`src/rtl/dmem_arbiter.sv`:
```
// Round-robin arbiter sharing one data memory between the CPU port (0)
// and a second master (1), with bounded lock ownership.
module dmem_arbiter #(
  parameter int AW       = 32,
  parameter int DW       = 32,
  parameter int MAX_LOCK = 8
) (
  input  logic          clk,
  input  logic          reset,
  input  logic          req0,
  input  logic          req1,
  input  logic          lock0,
  input  logic          lock1,
  input  logic [AW-1:0] addr0,
  input  logic [AW-1:0] addr1,
  input  logic [DW-1:0] wdata0,
  input  logic [DW-1:0] wdata1,
  input  logic [3:0]    we0,
  input  logic [3:0]    we1,
  output logic          gnt0,
  output logic          gnt1,
  output logic [DW-1:0] rdata0,
  output logic [DW-1:0] rdata1,
  output logic [AW-1:0] m_daddr,
  output logic [DW-1:0] m_dwdata,
  output logic [3:0]    m_dwe,
  input  logic [DW-1:0] m_drdata
);

  localparam int CW = $clog2(MAX_LOCK + 1);
  localparam logic [CW-1:0] CMAX = CW'(MAX_LOCK);

  typedef enum logic [1:0] {IDLE, OWN0, OWN1} st_t;

  st_t           st;
  logic          last;
  logic [CW-1:0] lock_cnt;
  logic          forced;
  logic          keep;

  always_comb begin
    forced = 1'b0;
    gnt0   = 1'b0;
    gnt1   = 1'b0;
    if ((st == OWN0 && req1) || (st == OWN1 && req0))
      forced = (lock_cnt >= CMAX);
    if (st == OWN0 && req0 && !forced) begin
      gnt0 = 1'b1;
    end else if (st == OWN1 && req1 && !forced) begin
      gnt1 = 1'b1;
    end else if (forced) begin
      gnt0 = (st == OWN1);
      gnt1 = (st == OWN0);
    end else if (req0 && req1) begin
      // tie goes to whoever was not served last
      gnt0 = last;
      gnt1 = !last;
    end else begin
      gnt0 = req0;
      gnt1 = req1;
    end
  end

  assign keep = (gnt0 && lock0 && req1 && st != OWN1) ||
                (gnt1 && lock1 && req0 && st != OWN0);

  always_ff @(posedge clk or posedge reset) begin
    if (reset) begin
      st       <= IDLE;
      last     <= 1'b1;
      lock_cnt <= '0;
    end else begin
      if (gnt0) begin
        last <= 1'b0;
        st   <= lock0 ? OWN0 : IDLE;
      end else if (gnt1) begin
        last <= 1'b1;
        st   <= lock1 ? OWN1 : IDLE;
      end else begin
        st   <= IDLE;
      end
      if (keep)
        lock_cnt <= (lock_cnt >= CMAX) ? CMAX : lock_cnt + 1'b1;
      else
        lock_cnt <= '0;
    end
  end

  always_comb begin
    m_daddr  = '0;
    m_dwdata = '0;
    m_dwe    = '0;
    if (gnt0) begin
      m_daddr  = addr0;
      m_dwdata = wdata0;
      m_dwe    = we0;
    end else if (gnt1) begin
      m_daddr  = addr1;
      m_dwdata = wdata1;
      m_dwe    = we1;
    end
  end

  assign rdata0 = gnt0 ? m_drdata : '0;
  assign rdata1 = gnt1 ? m_drdata : '0;

endmodule

```
`config.mk`:
```
export PLATFORM = sky130hd
export DESIGN_NAME = dmem_arbiter
export DESIGN_NICKNAME = d
export VERILOG_FILES = /design/src/rtl/dmem_arbiter.sv
export SDC_FILE = /design/constraint.sdc
export NUM_CORES = 1
export LEC_CHECK = 0
export ABC_AREA = 1
export CAP_MARGIN = 20
export CORE_AREA = 3 3 118 120
export CTS_BUF_LIST = sky130_fd_sc_hd__clkbuf_2
export CTS_CLUSTER_DIAMETER = 40
export CTS_CLUSTER_SIZE = 24
export DETAILED_ROUTE_END_ITERATION = 8
export DIE_AREA = 0 0 121 123
export DONT_BUFFER_PORTS = 1
export GPL_ROUTABILITY_DRIVEN = 0
export SLEW_MARGIN = 30
export SYNTH_ARGS = -nofsm -noshare
export SYNTH_HDL_FRONTEND = slang
export SYNTH_SLANG_ARGS = --single-unit
```
`constraint.sdc`:
```
create_clock -name clk -period 1.5 [get_ports clk]
set_input_delay 0.225 -clock clk [delete_from_list [all_inputs] [get_ports clk]]
set_output_delay 0.225 -clock clk [all_outputs]
set_load 0.02 [all_outputs]
```
; ---- After elaboration in Yosys (flattened, before gate mapping)
; Cells that the tools add are included.
[classes]
eq_ne = 4
n_lt_le_gt_ge = 1
n_addsub = 1
n_div = 0
mux = 25
bitwise_logic = 0
mul = 0
reduce_logical = 18
shifts = 0
[op_table]
columns = operator, n
row1 = $mux 32, 6
row2 = $mux 4, 4
row3 = $logic_and 1x1->1, 13
row4 = $mux 1, 12
row5 = $mux 2, 3
row6 = $add 4x1->4 const B, 1
row7 = $ge 4x4->1 const B, 1
row8 = $eq 2x1->1 const B, 1
row9 = $eq 2x2->1 const B, 1
row10 = $logic_not 1->1, 2
row11 = $logic_or 1x1->1, 2
row12 = $ne 2x1->1 const B, 1
row13 = $ne 2x2->1 const B, 1
row14 = $reduce_bool 2->1, 1
[totals]
mem_bits_ro = 0
ram_bits = 0
latch_bits = 0
out_inout_bits = 134
register_bits = 7
mem_count = 0
input_bits = 174
word_cells = 52

; ---- Longest topological paths before layout
; Gate-level depths: netlist of the first run.
[logic_depth]
depth_word = 13
ltp_mapped = 12
mapped_depth_nobuf = 10

; ---- Worst setup path before layout of the first run
; OpenSTA, ideal clock, no wires.
[synth_timing]
kind = flip-flop to output port
start = register last
end = output m_daddr[0]
stages_incl_launch_ff = 10
arrival_time_ns = 1.429
path_buffers = 1
slack_ns = -0.154
required_ns = 1.275
path_cell_list = dfstp_2 > inv_1 > nand2_1 > nand2_1 > nor2_1 > nand2_1 > nand3_4 > clkbuf_1 > nand2_1 > nand2_1
[synth_via]
elab_chain_cells = 7
word_cells_on_any_way = 11
cone_classes = 10 x mux / 1 x reduce/logical
[synth_rtl]
columns = item, line_no
row1 = "start, declared", 36  ; logic last;
row2 = "start signal, assigned", 70  ; last <= 1'b1;
row3 = "start signal, assigned", 74  ; last <= 1'b0;
row4 = "start signal, assigned", 77  ; last <= 1'b1;
row5 = $logic_not 1->1, 57  ; gnt1 = !last;
row6 = $mux 1, 54  ; end else if (req0 && req1) begin
row7 = $mux 1, 51  ; end else if (forced) begin
row8 = $mux 1, 49  ; end else if (st == OWN1 && req1 && !forced) begin
row9 = $mux 1, 47  ; if (st == OWN0 && req0 && !forced) begin
row10 = $mux 32, 97  ; end else if (gnt1) begin
row11 = $mux 32 *, 93  ; if (gnt0) begin
row12 = "end, declared", 24  ; output logic [AW-1:0] m_daddr,
; Mark *: on every way between the ends. The rest lies on a longest branch, timed or not.

; ---- Worst setup path after layout of the first run
[layout_timing]
start = register st[0]
end = output m_daddr[23]
[layout_via]
elab_chain_cells = 10
word_cells_on_any_way = 19
cone_classes = 2 x eq/ne / 9 x mux / 8 x reduce/logical
[layout_rtl]
columns = item, line_no
row1 = "start, declared", 35  ; st_t st;
row2 = "start signal, assigned", 75  ; st <= lock0 ? OWN0 : IDLE;
row3 = "start signal, assigned", 78  ; st <= lock1 ? OWN1 : IDLE;
row4 = $eq 2x1->1 or $eq 2x2->1 (tied branches), n/a
row5 = $logic_and 1x1->1, 45  ; if ((st == OWN0 && req1) || (st == OWN1 && req0))
row6 = $logic_or 1x1->1, 45
row7 = $mux 1, 45
row8 = $logic_not 1->1, "47, 49"
row9 = $logic_and 1x1->1, 49
row10 = $mux 1, 49
row11 = $mux 1, 47
row12 = $mux 32, 97
row13 = $mux 32 *, 93
; Marks and branches as above.

==> metrics.csv, run 1 <==
metric,value,unit
vdd_drop_max,0.253,mV
r2r-end,lock_cnt[0],
drc_errors,0,
utilization,27.4,%
synth_area,1690,um2
hold_path_depth,2,
wl,10.8,mm
p_leak,1.90,nW
layout.nets,616,
crit_path_start,st[0],
syn_to_final_growth,113,%
cp-endpoint,m_daddr[23],
grt_pass1_vias,2149,
powerDensity,953,nW/um2
grt_usage,10.4,%
die_h,123,um
viasPerCell,4.28,
vias,2639,
final_layout_size_suffix_gt1_share,55.4,%
htreeDepth,1,
multi_input_area,2140,um2
min_path_type,input port to flip-flop,
holdWs,0.0935,ns
netlist_instances,380,
start_kind,flip-flop,
dpl_worst_slack,-0.266,ns
ys_types,21,
antenna_found_initial,1,
ys_warn_count,0,
critPathKind,flip-flop to output port,
worst_pin_slew,0.264,ns
drv_slew,0,
synth_fp_nets,556,
start_util,12.9,%
min_period,2.01,ns
grt_pass1_wl,11.9,mm
cts_tree,built,
cp.required,1.27,ns
clk_latency,0.23,ns
slew_headroom,82.4,%
ys_seq_area_share,10.4,%
avgSynthCellArea,4.45,um2
ctsRootBufferMaster,clkbuf_2,
grt_max_degree,46,
hold_viol,0,
register_area,178,um2
io_pins,308,
grt_overflow,0,
drt-initial-drc-count,145,
status,"complete, but fails checks",
hpwlAfterDp,7.61,mm
reg2reg_depth,7,
finalClockSkew,0.00183,ns
synth_seq_cells,7,
period_share,134,%
port_buffers,0,
end_kind,output port,
rsz0062_at_grt,true,
fillers,1386,
maxCapViolCount,0,
core_area,13100,um2
numCtsBuffers,3,
finalSetupViolCount,139,
clock-sinks,7,
setup_slack,-0.511,ns
die_x,121,um
row_count,42,
reg2reg_from,st[1],
crit_fanout,8,
die_area,14900,um2
fmax,497,MHz
cts_buffer_depth,2,
worstPathArrival,1.79,ns
antenna_left,0,
failed_checks,negative setup slack,
clk_pin_slew,0.07,ns
first_pass_iters,4,
post_drt_wl_per_cell,17.5,um
reg2reg_slack,-0.06,ns
## layer usage
| layer | track usage [%] | part of all wire, % | vias to the layer above |
|---|---|---|---|
| met5 | 0 | 0 | - |
| met2 | 18.5 | 51 | 193 |
| met3 | 2.70 | 10 | 14 |
| met1 | 12.1 | 36 | 1205 |
| li1 | - | - | 1227 |
| met4 | 3.82 | 3.0 | 0 |
## cell type report
class,instances,share of cell area (%)
inverter,47,5.33
multi-input combinational,306,59.7
timing repair inverter,1,0.314
sequential,7,4.95
timing repair buffer,74,23.0
clock buffer,4,0.558
antenna,1,0.0697
tap,176,6.13
## cell families after synthesis
kind of cell | synth area share (%)
simple gates | 68.1
buf+inv | 17.2
compound gates | 2.74
flops | 10.4
fa+ha+maj | 1.48
## power by group
part           switching, mW  internal, mW  leakage, nW
sequential            0.0154         0.213       0.0905
combinational           2.00          1.05         1.79
clock                 0.0695        0.0709       0.0166
## critical path, stage by stage, from the launching register on
cell and delay [ns]:
dfrtp_1 0.41, inv_2 0.10, nand3_2 0.10, nand2_4 0.10, nand2_4 0.07, buf_6 0.12, nand2_4 0.05, nand3_4 0.10
buf_8 0.16, clkbuf_16 0.18, nand2_4 0.08, nand2_4 0.07
## worst min path at each step
stage                     start           to  slack [ns]
after global placement    reset        st[0]        0.06
after global routing      lock0        st[0]        0.07
after floorplan           reset  lock_cnt[0]        0.03
after CTS                 lock0        st[0]        0.08
final                     lock0        st[0]        0.09
after detailed placement  reset        st[0]        0.06
## metrics by stage
stage | cells | TNS (ns) | total power, mW | cell area, um2
after floorplan | 380 | -4.53 | 2.06 | 2140
after global placement | 595 | -24.90 | 2.56 | 2700
after detailed placement | 595 | -26.52 | 2.57 | 2700
after CTS | 610 | -60.44 | 3.00 | 3050
after global routing | 616 | -74.65 | 3.62 | 3590
final | 616 | -61.02 | 3.42 | 3590
## synth_stat cells
cell	number	area share (%)
nand2_1	212	47
nand3_4	1	1.0
nor2_1	68	15
dfstp_2	1	1.6
nand2_2	4	1.5
ha_1	2	1.5
clkbuf_1	1	0.22
dfrtp_1	6	8.9
a31oi_1	1	0.37
buf_6	2	1.3
o21ai_0	1	0.30
nand3_1	7	2.1
buf_2	17	5.0
nand2_4	1	0.67
inv_4	1	0.37
nor3_1	1	0.30
inv_1	45	10
nand4_1	1	0.37
inv_2	1	0.22
a21oi_1	6	1.8
o21ai_1	1	0.30
## layout by cell type, fill, tap and decap left out, types with 2 or more instances in the layout
cell	n
nand3_2	4
nand2_4	73
buf_4	46
inv_2	3
nand3_1	2
nor2_4	30
buf_6	9
nand2_2	47
buf_12	6
buf_16	3
nand3_4	2
inv_1	42
buf_8	6
nor2_1	37
clkbuf_2	4
nand2_1	97
inv_8	3
a21oi_1	6
dfrtp_1	5
ha_1	2
clkbuf_16	3
## registers in the layout (all words and copies together) (netlist names)
name,flops
lock_cnt,4
st,2
last,1
## repair_timing
item | CTS | global route
hold endpoints to repair | 6 | 0
gates resized for setup | 55 | 111
cloned | 4 | 4
setup buffers | 7 | 1
setup endpoints to repair | 140 | 140
pin swaps | 25 | 41
hold buffers | 1 | 0
Power figures use the tool's default switching activity.
==> run 2, diff against run 1 <==
- TNS_END_PERCENT: default -> 10
==> run 2 against run 1 <==
  * Design area decreased by 7.9%
  * Critical endpoint is now m_dwdata[30]
  * Register-to-register slack got worse by 0.02 ns
  * The run still ends with negative setup slack left
  * Cell count decreased by 0.97%
  * Sequential share of layout area increased by 0.43 points
  * Non-clock buffer count decreased by 5
  * Worst hold slack improved by 0.011 ns
  * Largest cell class unchanged
==> metrics.csv, run 2 (synthesis gave the netlist of run 1 again) <==
metric,value,unit
crit_path_frequent_cell,nand2_4,
numCtsBuffers,3,
layout_commonest_cell,nand2_1,
mostFrequentLayoutCells,"120 x nand2_1, 78 x nand2_2, 42 x inv_1",
min_path_type,input port to flip-flop,
critPathKind,flip-flop to output port,
start_kind,flip-flop,
hpwlAfterDp,6.93,mm
drt-initial-drc-count,73,
final_layout_size_suffix_gt1_share,50.1,%
stdcell_count,610,
antenna_left,0,
crit_fanout,19,
wl,9.53,mm
crit_buf_inv,5,
cp_top_family,buffers and inverters,
worstPathArrival,1.77,ns
htreeDepth,1,
period_share,133,%
fmax,501,MHz
fillers,1432,
port_buffers,0,
clock-sinks,7,
first_pass_iters,4,
cp.required,1.27,ns
grt_pass1_vias,1885,
top_regs,"lock_cnt x4, st x2, last x1",
powerDensity,975,nW/um2
final.setup.tns,-58.25,ns
placed_cells,588,
failed_checks,negative setup slack,
cts_tree,built,
largest_reg_flops,4,
p_leak,1.70,nW
start_util,12.9,%
core_area,13100,um2
grt_max_degree,47,
top_register,lock_cnt,
finalClockSkew,0.000634,ns
die_h,123,um
rsz0062_at_grt,true,
layout.nets,610,
slowest_stage,dfrtp_1,
post_drt_wl_per_cell,15.6,um
vias,2520,
hold_viol,0,
row_count,42,
utilization,25.3,%
viasPerCell,4.13,
io_pins,308,
slew_headroom,82.1,%
die_area,14900,um2
min_period,1.99,ns
status,"complete, but fails checks",
slowest_delay,0.40,ns
setup_slack,-0.494,ns
syn_to_final_growth,95.7,%
worst_pin_slew,0.268,ns
cts_buffer_depth,2,
clk_latency,0.22,ns
drc_errors,0,
finalSetupViolCount,139,
crit_chain,"inv_2, buf_4, nor3_4, nand2_4, buf_6, nand2_8, clkinv_8, clkbuf_16, nand2_1, nand2_4",
end_kind,output port,
die_x,121,um
maxCapViolCount,0,
grt_usage,8.70,%
drv_slew,0,
clk_pin_slew,0.06,ns
ctsRootBufferMaster,clkbuf_2,
vdd_drop_max,0.219,mV
reg2reg_slack,-0.08,ns
antenna_found_initial,1,
grt_pass1_wl,10.1,mm
grt_overflow,0,
run 2: cell count changes in the layout (fill, tap and decap cells not counted), sizes merged:
cell / delta
inv: -2
buf: -11
clkinv: +1
clkbuf: +6
run 2: power by group:
group          switching [mW]  internal (mW)  leakage, nW
registers              0.0168          0.214       0.0905
clock network          0.0610         0.0707       0.0166
logic                    1.84           1.02         1.60
run 2: metal layers:
layer  track usage, %  vias up  part of all wire [%]
met5                0        -                     0
met3            0.640        8                   7.5
met4             1.84        0                   1.9
li1                 -     1210                     -
met2             16.5      158                    55
met1             10.8     1144                    36
run 2: final timing paths:
| kind | to | from | cells past startpoint |
|---|---|---|---|
| worst max-delay path | m_dwdata[30] | st[0] | 10 |
| worst min-delay path | st[0] | lock0 | 2 |
| worst max register to register | lock_cnt[3] | st[0] | 9 |
| worst min register to register | lock_cnt[2] | lock_cnt[2] | 3 |
| max in group asynchronous | last | reset | 2 |
| min in group asynchronous | lock_cnt[2] | reset | 2 |
run 2: through the flow:
stage	cell area (um2)	setup WS, ns	hold slack (ns)	power [mW]
2_1_floorplan	1980	-0.0752	0.0277	1.93
3_3_place_gp	2530	-0.244	0.0535	2.41
3_5_place_dp	2530	-0.248	0.0614	2.41
4_1_cts	2730	-0.446	0.0914	2.70
5_1_grt	3310	-0.592	0.0839	3.44
6_report	3310	-0.494	0.105	3.22
run 2: timing repair:
action	in CTS	in global routing
cloned	0	9
setup buffers	0	7
endpoints found under the hold margin	6	0
hold buffers	1	0
gates resized for setup	65	73
endpoints found under the setup margin	139	140
pin swaps	31	32
run 2: cell type report:
type,count,area (um2),area share [%]
Sequential cell,7,178,5.37
Multi-Input combinational cell,306,1830,55.4
Clock buffer,4,20.0,0.606
Timing Repair Buffer,69,858,26.0
Antenna cell,1,2.50,0.0757
Inverter,47,196,5.94
Tap cell,176,220,6.66
==> run 3, diff against run 2 <==
--- a/config.mk
+++ b/config.mk
@@ -8,10 +8,10 @@
 export ABC_AREA = 1
 export CAP_MARGIN = 20
-export CORE_AREA = 3 3 118 120
+export CORE_AREA = 3 3 119 121
 export CTS_BUF_LIST = sky130_fd_sc_hd__clkbuf_2
 export CTS_CLUSTER_DIAMETER = 40
 export CTS_CLUSTER_SIZE = 24
 export DETAILED_ROUTE_END_ITERATION = 8
-export DIE_AREA = 0 0 121 123
+export DIE_AREA = 0 0 122 124
 export DONT_BUFFER_PORTS = 1
 export GPL_ROUTABILITY_DRIVEN = 0
==> constraint.sdc (replaced) <==
create_clock -name clk -period 1.5 [get_ports clk]
set_input_delay 0.15 -clock clk [delete_from_list [all_inputs] [get_ports clk]]
set_output_delay 0.15 -clock clk [all_outputs]
set_load 0.02 [all_outputs]
==> run 3 against run 2 <==
  * The flow still finishes with violations (negative setup slack)
  * Fmax rose by 0.76%
  * Cell count up 6.6%
  * Register-to-register slack got worse by 0.32 ns
  * Combinational power up 8.4%
  * Clock-buffer cell count stayed put
  * Wire length grew 16%
  * Core utilization increased by 2.0 points
  * Design area up 8.7%
  * Largest cell class unchanged
  * Largest power group unchanged
  * Highest routed layer unchanged
==> metrics.csv, run 3 (synthesis gave the netlist of run 1 again) <==
metric,value,unit
largest_reg_flops,4,
hpwlAfterDp,7.83,mm
die_h,124,um
grt_max_degree,35,
grt_overflow,0,
num_antenna_cells,0,
use_met3,2.41,%
p_seq_share,6.6,%
design_area,3590,um2
port_buffers,0,
grt_pass1_wl,13.5,mm
layout.nets,651,
die_area,15100,um2
core_area,13200,um2
first_pass_iters,4,
top_register,lock_cnt,
syn_to_final_growth,113,%
fmax,505,MHz
antenna_left,0,
period_share,132,%
top_regs,"lock_cnt x4, st x2, last x1",
layout_commonest_cell,nand2_1,
swShare,56.5,%
finalSetupViolCount,139,
clkPwrFrac,4.0,%
p_leak,2.05,nW
clock-sinks,7,
grt_usage,11.8,%
final.setup.tns,-53.25,ns
cts_buffer_depth,2,
total_power,3.46,mW
crit_fanout,7,
failed_checks,negative setup slack,
viasPerCell,4.20,
io_pins,308,
cp.required,1.35,ns
cts_tree,built,
vias,2731,
min_path_type,input port to flip-flop,
post_drt_wl_per_cell,17.0,um
vdd_drop_max,0.273,mV
final_layout_size_suffix_gt1_share,52.1,%
placedInstanceArea,2520,um2
wl,11.0,mm
slew_headroom,81.6,%
worstPathArrival,1.83,ns
drc_errors,0,
ctsRootBufferMaster,clkbuf_2,
numCtsBuffers,3,
status,"complete, but fails checks",
mostFrequentLayoutCells,"96 x nand2_1, 82 x buf_4, 68 x nor2_1",
start_kind,flip-flop,
critPathKind,flip-flop to output port,
rsz0062_at_grt,true,
p_sw,1.96,mW
grt_most_used_layer,met2,
drv_slew,0,
htreeDepth,1,
finalClockSkew,0.00509,ns
use_met2,22.7,%
setup_slack,-0.479,ns
drt-initial-drc-count,113,
internal_power,1.51,mW
end_kind,output port,
worst_pin_slew,0.276,ns
powerDensity,964,nW/um2
dpl_worst_slack,-0.238,ns
combinationalPowerShare,89.4,%
row_count,42,
min_period,1.98,ns
clk_pin_slew,0.07,ns
die_x,122,um
hold_viol,0,
utilization,27.3,%
clk_latency,0.22,ns
maxCapViolCount,0,
start_util,12.8,%
antenna_found_initial,0,
grtUsageMet1,13.8,%
grt_pass1_vias,2507,
## run 3: cell types whose count changed in the layout (fill, tap and decap cells not counted), moves of 2 or more
| cell | previous run | this run |
|---|---|---|
| buf_16 | 1 | 5 |
| clkbuf_16 | 9 | 2 |
| buf_6 | 6 | 9 |
| nand2_4 | 18 | 56 |
| nor2_1 | 32 | 68 |
| nor2_4 | 31 | 0 |
| nor2_2 | 5 | 0 |
| nand2_1 | 120 | 96 |
| bufbuf_16 | 0 | 3 |
| nand3_2 | 2 | 4 |
| buf_4 | 41 | 82 |
| buf_12 | 11 | 8 |
| nand2_2 | 78 | 65 |
## run 3: stage by stage
| step | hold WS [ns] | cells |
|---|---|---|
| global placement | -0.0126 | 619 |
| CTS | 0.0103 | 645 |
| global route | 0.00540 | 650 |
| floorplan | -0.0473 | 380 |
| detailed placement | -0.0107 | 619 |
| finish | 0.0247 | 650 |
## run 3: repair_timing
action,CTS,global route
gates resized for setup,144,52
hold buffers,1,0
endpoints found under the hold margin,7,0
pin swaps,41,15
setup buffers,13,3
gates cloned,8,2
endpoints found under the setup margin,138,141
## run 3: per-layer routing
layer / share of wire, % / vias to the layer above
met3: 10 / 6
met5: 0 / -
met2: 52 / 203
met1: 37 / 1234
met4: 0.60 / 0
li1: - / 1288
## run 3: cell type report
type	count	area, um2
well taps	176	220
clock buffers	4	20.0
inverters	47	191
fillers	1418	9600
multi-input cells	306	1810
repair buffers	110	1170
flip-flops and latches	7	178
## run 3: worst max-delay path: stages (launching register included)
cell and delay (ns):
dfrtp_2 0.45, inv_2 0.08, nand3_2 0.08, nand2_4 0.11, nand2_4 0.07, nand2_4 0.10, nand3_4 0.10, buf_6 0.14
buf_12 0.14, clkbuf_16 0.16, nand2_1 0.08, nand2_2 0.10
## run 3: path summary, 6_finish.rpt
check	start	endpoint	slack, ns	cells past startpoint
worst max-delay path	st[1]	m_dwdata[1]	-0.48	11
worst min-delay path	lock1	st[1]	0.02	2
worst max register to register	st[1]	lock_cnt[1]	-0.40	11
worst min register to register	lock_cnt[0]	lock_cnt[0]	0.56	3
max in group asynchronous	reset	last	0.93	2
min in group asynchronous	reset	lock_cnt[1]	0.29	2
## run 3: power groups by stage
stage	registers, mW	logic, mW	clock network [mW]
detailed placement	0.227	2.20	0
global route	0.233	3.31	0.158
finish	0.230	3.10	0.138
global placement	0.227	2.18	0
floorplan	0.225	1.51	0
CTS	0.229	2.92	0.144
